`src/rtl/mem_arbiter_2m.sv`:
```
// Two-master round-robin arbiter for the picorv32 native memory interface.
// Optional watchdog (macro MEM_ARBITER_TIMEOUT_EN) force-completes hung transactions.
module mem_arbiter_2m #(
    parameter int unsigned TIMEOUT_CYCLES = 1023,
    parameter logic [31:0] TIMEOUT_RDATA  = 32'hDEAD_BEEF
) (
    input  logic        clk,
    input  logic        resetn,
    input  logic        m0_valid,
    input  logic        m0_instr,
    input  logic [31:0] m0_addr,
    input  logic [31:0] m0_wdata,
    input  logic [3:0]  m0_wstrb,
    output logic        m0_ready,
    output logic [31:0] m0_rdata,
    input  logic        m1_valid,
    input  logic        m1_instr,
    input  logic [31:0] m1_addr,
    input  logic [31:0] m1_wdata,
    input  logic [3:0]  m1_wstrb,
    output logic        m1_ready,
    output logic [31:0] m1_rdata,
    output logic        mem_valid,
    output logic        mem_instr,
    output logic [31:0] mem_addr,
    output logic [31:0] mem_wdata,
    output logic [3:0]  mem_wstrb,
    input  logic        mem_ready,
    input  logic [31:0] mem_rdata,
    output logic        timeout_err
);

    typedef enum logic {IDLE, BUSY} state_t;

    typedef struct packed {
        logic        instr;
        logic [31:0] addr;
        logic [31:0] wdata;
        logic [3:0]  wstrb;
    } mem_req_t;

    if (TIMEOUT_CYCLES < 2) begin : g_bad_timeout
        $error("mem_arbiter_2m: TIMEOUT_CYCLES must be >= 2");
    end

    state_t         state, state_n;
    logic           prio, prio_n;
    logic           grant, grant_n;
    logic           valid_q, valid_n;
    mem_req_t       req_q, req_n;
    mem_req_t [1:0] m_req;
    logic           win_any, win;
    logic           done, to_hit;

    assign m_req[0] = {m0_instr, m0_addr, m0_wdata, m0_wstrb};
    assign m_req[1] = {m1_instr, m1_addr, m1_wdata, m1_wstrb};

    // Single requester wins outright; a tie goes to the master indexed by prio.
    assign win_any = m0_valid | m1_valid;
    assign win     = (m0_valid & m1_valid) ? prio : m1_valid;

`ifdef MEM_ARBITER_TIMEOUT_EN
    localparam int CW = $clog2(TIMEOUT_CYCLES + 1);
    logic [CW-1:0] wd_cnt;

    // A real mem_ready in the threshold cycle takes precedence over the timeout.
    assign to_hit      = (state == BUSY) && !mem_ready && (wd_cnt == CW'(TIMEOUT_CYCLES - 1));
    assign timeout_err = to_hit;

    always_ff @(posedge clk or negedge resetn) begin
        if (!resetn)
            wd_cnt <= '0;
        else if (state == IDLE)
            wd_cnt <= '0;
        else if (!mem_ready)
            wd_cnt <= wd_cnt + CW'(1);
    end
`else
    assign to_hit      = 1'b0;
    assign timeout_err = 1'b0;
`endif

    assign done     = (state == BUSY) && (mem_ready || to_hit);
    assign m0_ready = done && !grant;
    assign m1_ready = done && grant;
    assign m0_rdata = to_hit ? TIMEOUT_RDATA : mem_rdata;
    assign m1_rdata = to_hit ? TIMEOUT_RDATA : mem_rdata;

    always_comb begin
        state_n = state;
        prio_n  = prio;
        grant_n = grant;
        valid_n = valid_q;
        req_n   = req_q;
        case (state)
            IDLE: begin
                if (win_any) begin
                    grant_n = win;
                    req_n   = m_req[win];
                    valid_n = 1'b1;
                    state_n = BUSY;
                end
            end
            BUSY: begin
                if (done) begin
                    valid_n = 1'b0;
                    prio_n  = ~grant;
                    state_n = IDLE;
                end
            end
        endcase
    end

    always_ff @(posedge clk or negedge resetn) begin
        if (!resetn) begin
            state   <= IDLE;
            prio    <= 1'b0;
            grant   <= 1'b0;
            valid_q <= 1'b0;
            req_q   <= '0;
        end else begin
            state   <= state_n;
            prio    <= prio_n;
            grant   <= grant_n;
            valid_q <= valid_n;
            req_q   <= req_n;
        end
    end

    assign mem_valid = valid_q;
    assign mem_instr = req_q.instr;
    assign mem_addr  = req_q.addr;
    assign mem_wdata = req_q.wdata;
    assign mem_wstrb = req_q.wstrb;

endmodule

```
`config.mk`:
```
export PLATFORM = sky130hd
export DESIGN_NAME = mem_arbiter_2m
export DESIGN_NICKNAME = d
export VERILOG_FILES = /design/src/rtl/mem_arbiter_2m.sv
export SDC_FILE = /design/constraint.sdc
export NUM_CORES = 1
export LEC_CHECK = 0
export BUFFER_PORTS_ARGS = -buffer_cell sky130_fd_sc_hd__buf_2
export CAP_MARGIN = 15
export CORE_AREA = 2 2 123 125
export DETAILED_ROUTE_END_ITERATION = 8
export DIE_AREA = 0 0 125 127
export GPL_TIMING_DRIVEN = 0
export PLACE_DENSITY_LB_ADDON = 0.2
export SLEW_MARGIN = 20
export SYNTH_ARGS = -nofsm -noshare
export SYNTH_HDL_FRONTEND = slang
export SYNTH_SLANG_ARGS = --single-unit
```
`constraint.sdc`:
```
create_clock -name clk -period 3 [get_ports clk]
set_clock_uncertainty 0.2 [all_clocks]
set_input_delay 0.75 -clock clk [delete_from_list [all_inputs] [get_ports clk]]
set_output_delay 0.75 -clock clk [all_outputs]
set_load 0.05 [all_outputs]
```
==> results.py <==
metrics = {
    "synth": {
        "ys.warnings.count": 0,
        "synth_top_area_share": 0.452,
        "synth_cell_types": 21,
        "synth_xor_xnor_area_share": 0,
        "yosys_register_bits": 73,
        "synth_top_family_by_area": "compound AO/OA/AOI/OAI gates",
        "syn-cell-area_mm2": 0.00405,
        "synth_cells": 474,
        "syn_avg_cell_area_um2": 8.53,
        "yosys.area_share.simple": 0.158,
        "synth.mux.area_fraction": 0,
        "syn-num-nets": 649,
        "ys_top_cells_by_area": "dfrtp_1 (45%), buf_4 (13%), a31oi_1 (11%)",
        "yosysSeqAreaShare": 0.452,
        "synth_area_leader_cell": "dfrtp_1",
        "synth_compound_area_frac": 0.204,
        "synth_fa_ha_area_frac": 0,
    },
    "clocking": {
        "cts_buffer_depth": 2,
        "postCtsHoldBufs": 0,
        "cts_resized": 0,
        "root_buffer": "clkbuf_16",
        "cts_made_buffers": 9,
        "cts_setup_buffers": 0,
        "htreeDepth": 3,
        "cts_tree": "built",
        "insertion_delay_ps": 340,
        "cts.clk_slew.worst_paths_ps": 60,
        "cts_sinks": 73,
    },
    "place": {
        "place_hpwl_um": 11900,
        "dpl_cell_area_mm2": 0.00568,
        "io_buffers": 277,
        "gp_congestion": 0.855,
    },
    "sta": {
        "post-route-period-util": 0.759,
        "maxSlewViolCount": 0,
        "setup_viol": 0,
        "tightest_slew_ps": 518,
        "tns_ps": 0,
        "max_clock_freq_ghz": 0.439,
        "timing_hold_violations_final": 0,
        "fin_crit_ps": 2280,
        "grt_setup_unrepaired": "false",
        "max_slew_margin": 0.655,
    },
    "worst_setup_path": {
        "arrival_ps": 1330,
        "path_cells": "buf_2 > and3_1 > buf_2",
        "cp_slowest_stage_delay_ps": 280,
        "crit_fanout": 4,
        "cp_slowest_cell": "buf_2",
        "ff2ff_path_depth": 4,
        "crit_type": "in2out",
        "r2r_start": "prio",
        "crit_start": "mem_ready",
        "path_common_cell": "buf_2",
        "critical_path_depth": 3,
        "crit_buf_inv": 2,
        "r2r-end": "mem_wdata[23]",
        "start_kind": "input port",
        "path_delay_family": "buffers and inverters",
        "crit_end": "m1_ready",
        "crit_path_end_kind": "output port",
        "r2r_slack_ps": 1270,
        "crit_required_ps": 2050,
    },
    "grt": {
        "grt_max_degree": 38,
        "gr-total-overflow": 0,
        "grt_pass1_vias": 4677,
        "track_usage": 0.190,
        "grt_pass1_wl_um": 24100,
        "antenna_found_initial": 0,
    },
    "floorplan": {
        "row_count": 44,
        "die_area_mm2": 0.0159,
        "die_y_um": 127,
        "io_pins": 312,
        "die_width_um": 125,
        "start_util": 0.280,
        "core_mm2": 0.0144,
    },
    "power_and_ir_drop": {
        "power.leakage_nw": 2.94,
        "vdd_ir_drop_max_uv": 272,
        "p_per_area_mw_per_mm2": 1000,
    },
    "status": {
        "status": "complete, no violations",
    },
    "detailed_routing": {
        "ant_nets": 0,
        "drc": 0,
        "via_per_inst": 4.86,
        "num_vias": 4626,
        "drt-total-wl_um": 15400,
        "wl_per_cell_um": 16.2,
        "dr.pass1.iters": 4,
        "drtIter0Drc": 283,
    },
    "finish": {
        "antenna-diode-count": 0,
        "area_delta_synth_final_pct": 47.9,
        "utilization": 0.415,
        "drive_gt1_frac": 0.507,
        "stdcell_area_mm2": 0.00598,
        "fin_nets": 938,
    },
    "min_path": {
        "hold_class": "in2async",
    },
    "flow_run": {
        "max-cap-violations": 0,
    },
}
cell usage in the layout, fill, tap and decap left out, types with 3 or more instances in the layout:
cell,n
a31oi_1,69
buf_2,292
buf_4,73
buf_6,5
clkbuf_1,18
clkbuf_16,9
clkinv_4,3
dfrtp_1,73
nand3_1,69
nor2_1,71
o21ai_0,62
o21ai_1,9
power by group:
group	switching [mW]	internal, mW	leakage (nW)
combinational	2.48	0.809	1.98
sequential	0.214	1.40	0.818
clock	0.444	0.647	0.143
total	3.14	2.85	2.94
logic make-up after synthesis:
group | count (synthesis)
AOI/OAI and AO/OA | 144
buffers and inverters | 112
DFF | 73
other | 1
and+or+nand+nor | 144
cell usage after synthesis:
| cell type | n |
|---|---|
| inv_4 | 1 |
| o21ai_0 | 62 |
| dfrtp_1 | 73 |
| nand3_1 | 69 |
| clkbuf_1 | 17 |
| o21ai_1 | 9 |
| nand2_1 | 1 |
| inv_1 | 1 |
| a31oi_1 | 69 |
| o21ba_4 | 1 |
| and2b_4 | 1 |
| a32o_1 | 1 |
| conb_1 | 1 |
| nand2b_1 | 1 |
| and3_1 | 1 |
| buf_2 | 16 |
| buf_6 | 5 |
| a21oi_1 | 1 |
| nor2_1 | 71 |
| buf_4 | 72 |
| o21a_1 | 1 |
worst min path at each step:
stage,start,to,slack [ps]
4_1_cts,resetn,mem_addr[8],190
2_1_floorplan,resetn,grant,250
5_1_grt,resetn,mem_addr[12],210
3_3_place_gp,mem_valid,mem_valid,280
6_report,resetn,mem_addr[8],170
3_5_place_dp,mem_valid,mem_valid,290
stage by stage:
stage               setup WS (ps)  total power, mW  instances  hold slack (ps)
floorplan                     597             4.05        474              254
global placement              486             4.91        935              277
detailed placement            727             4.95        936              288
CTS                           726             6.05        952              186
global route                  672             6.31        952              206
finish                        724             6.00        952              174
layout make-up:
type	count	area (µm²)
timing repair buffer	278	1410
tap	184	230
clock inverter	6	68.8
buffer	110	741
multi-input combinational	289	1470
fill	1507	8440
clock buffer	10	229
sequential	73	1830
inverter	2	10.0
layer usage:
metal	global-route usage	wire length, µm	vias to the layer above
met5	0	0	-
met4	0.0895	483	0
met3	0.0423	1110	27
met2	0.325	7580	223
met1	0.228	6240	2181
li1	-	-	2195
flip-flops by register name (all words and copies together) (netlist names):
register,cells
mem_valid,1
mem_wdata,32
mem_addr,32
mem_wstrb,4
state,1
grant,1
mem_instr,1
prio,1
Power figures use the tool's default switching activity.
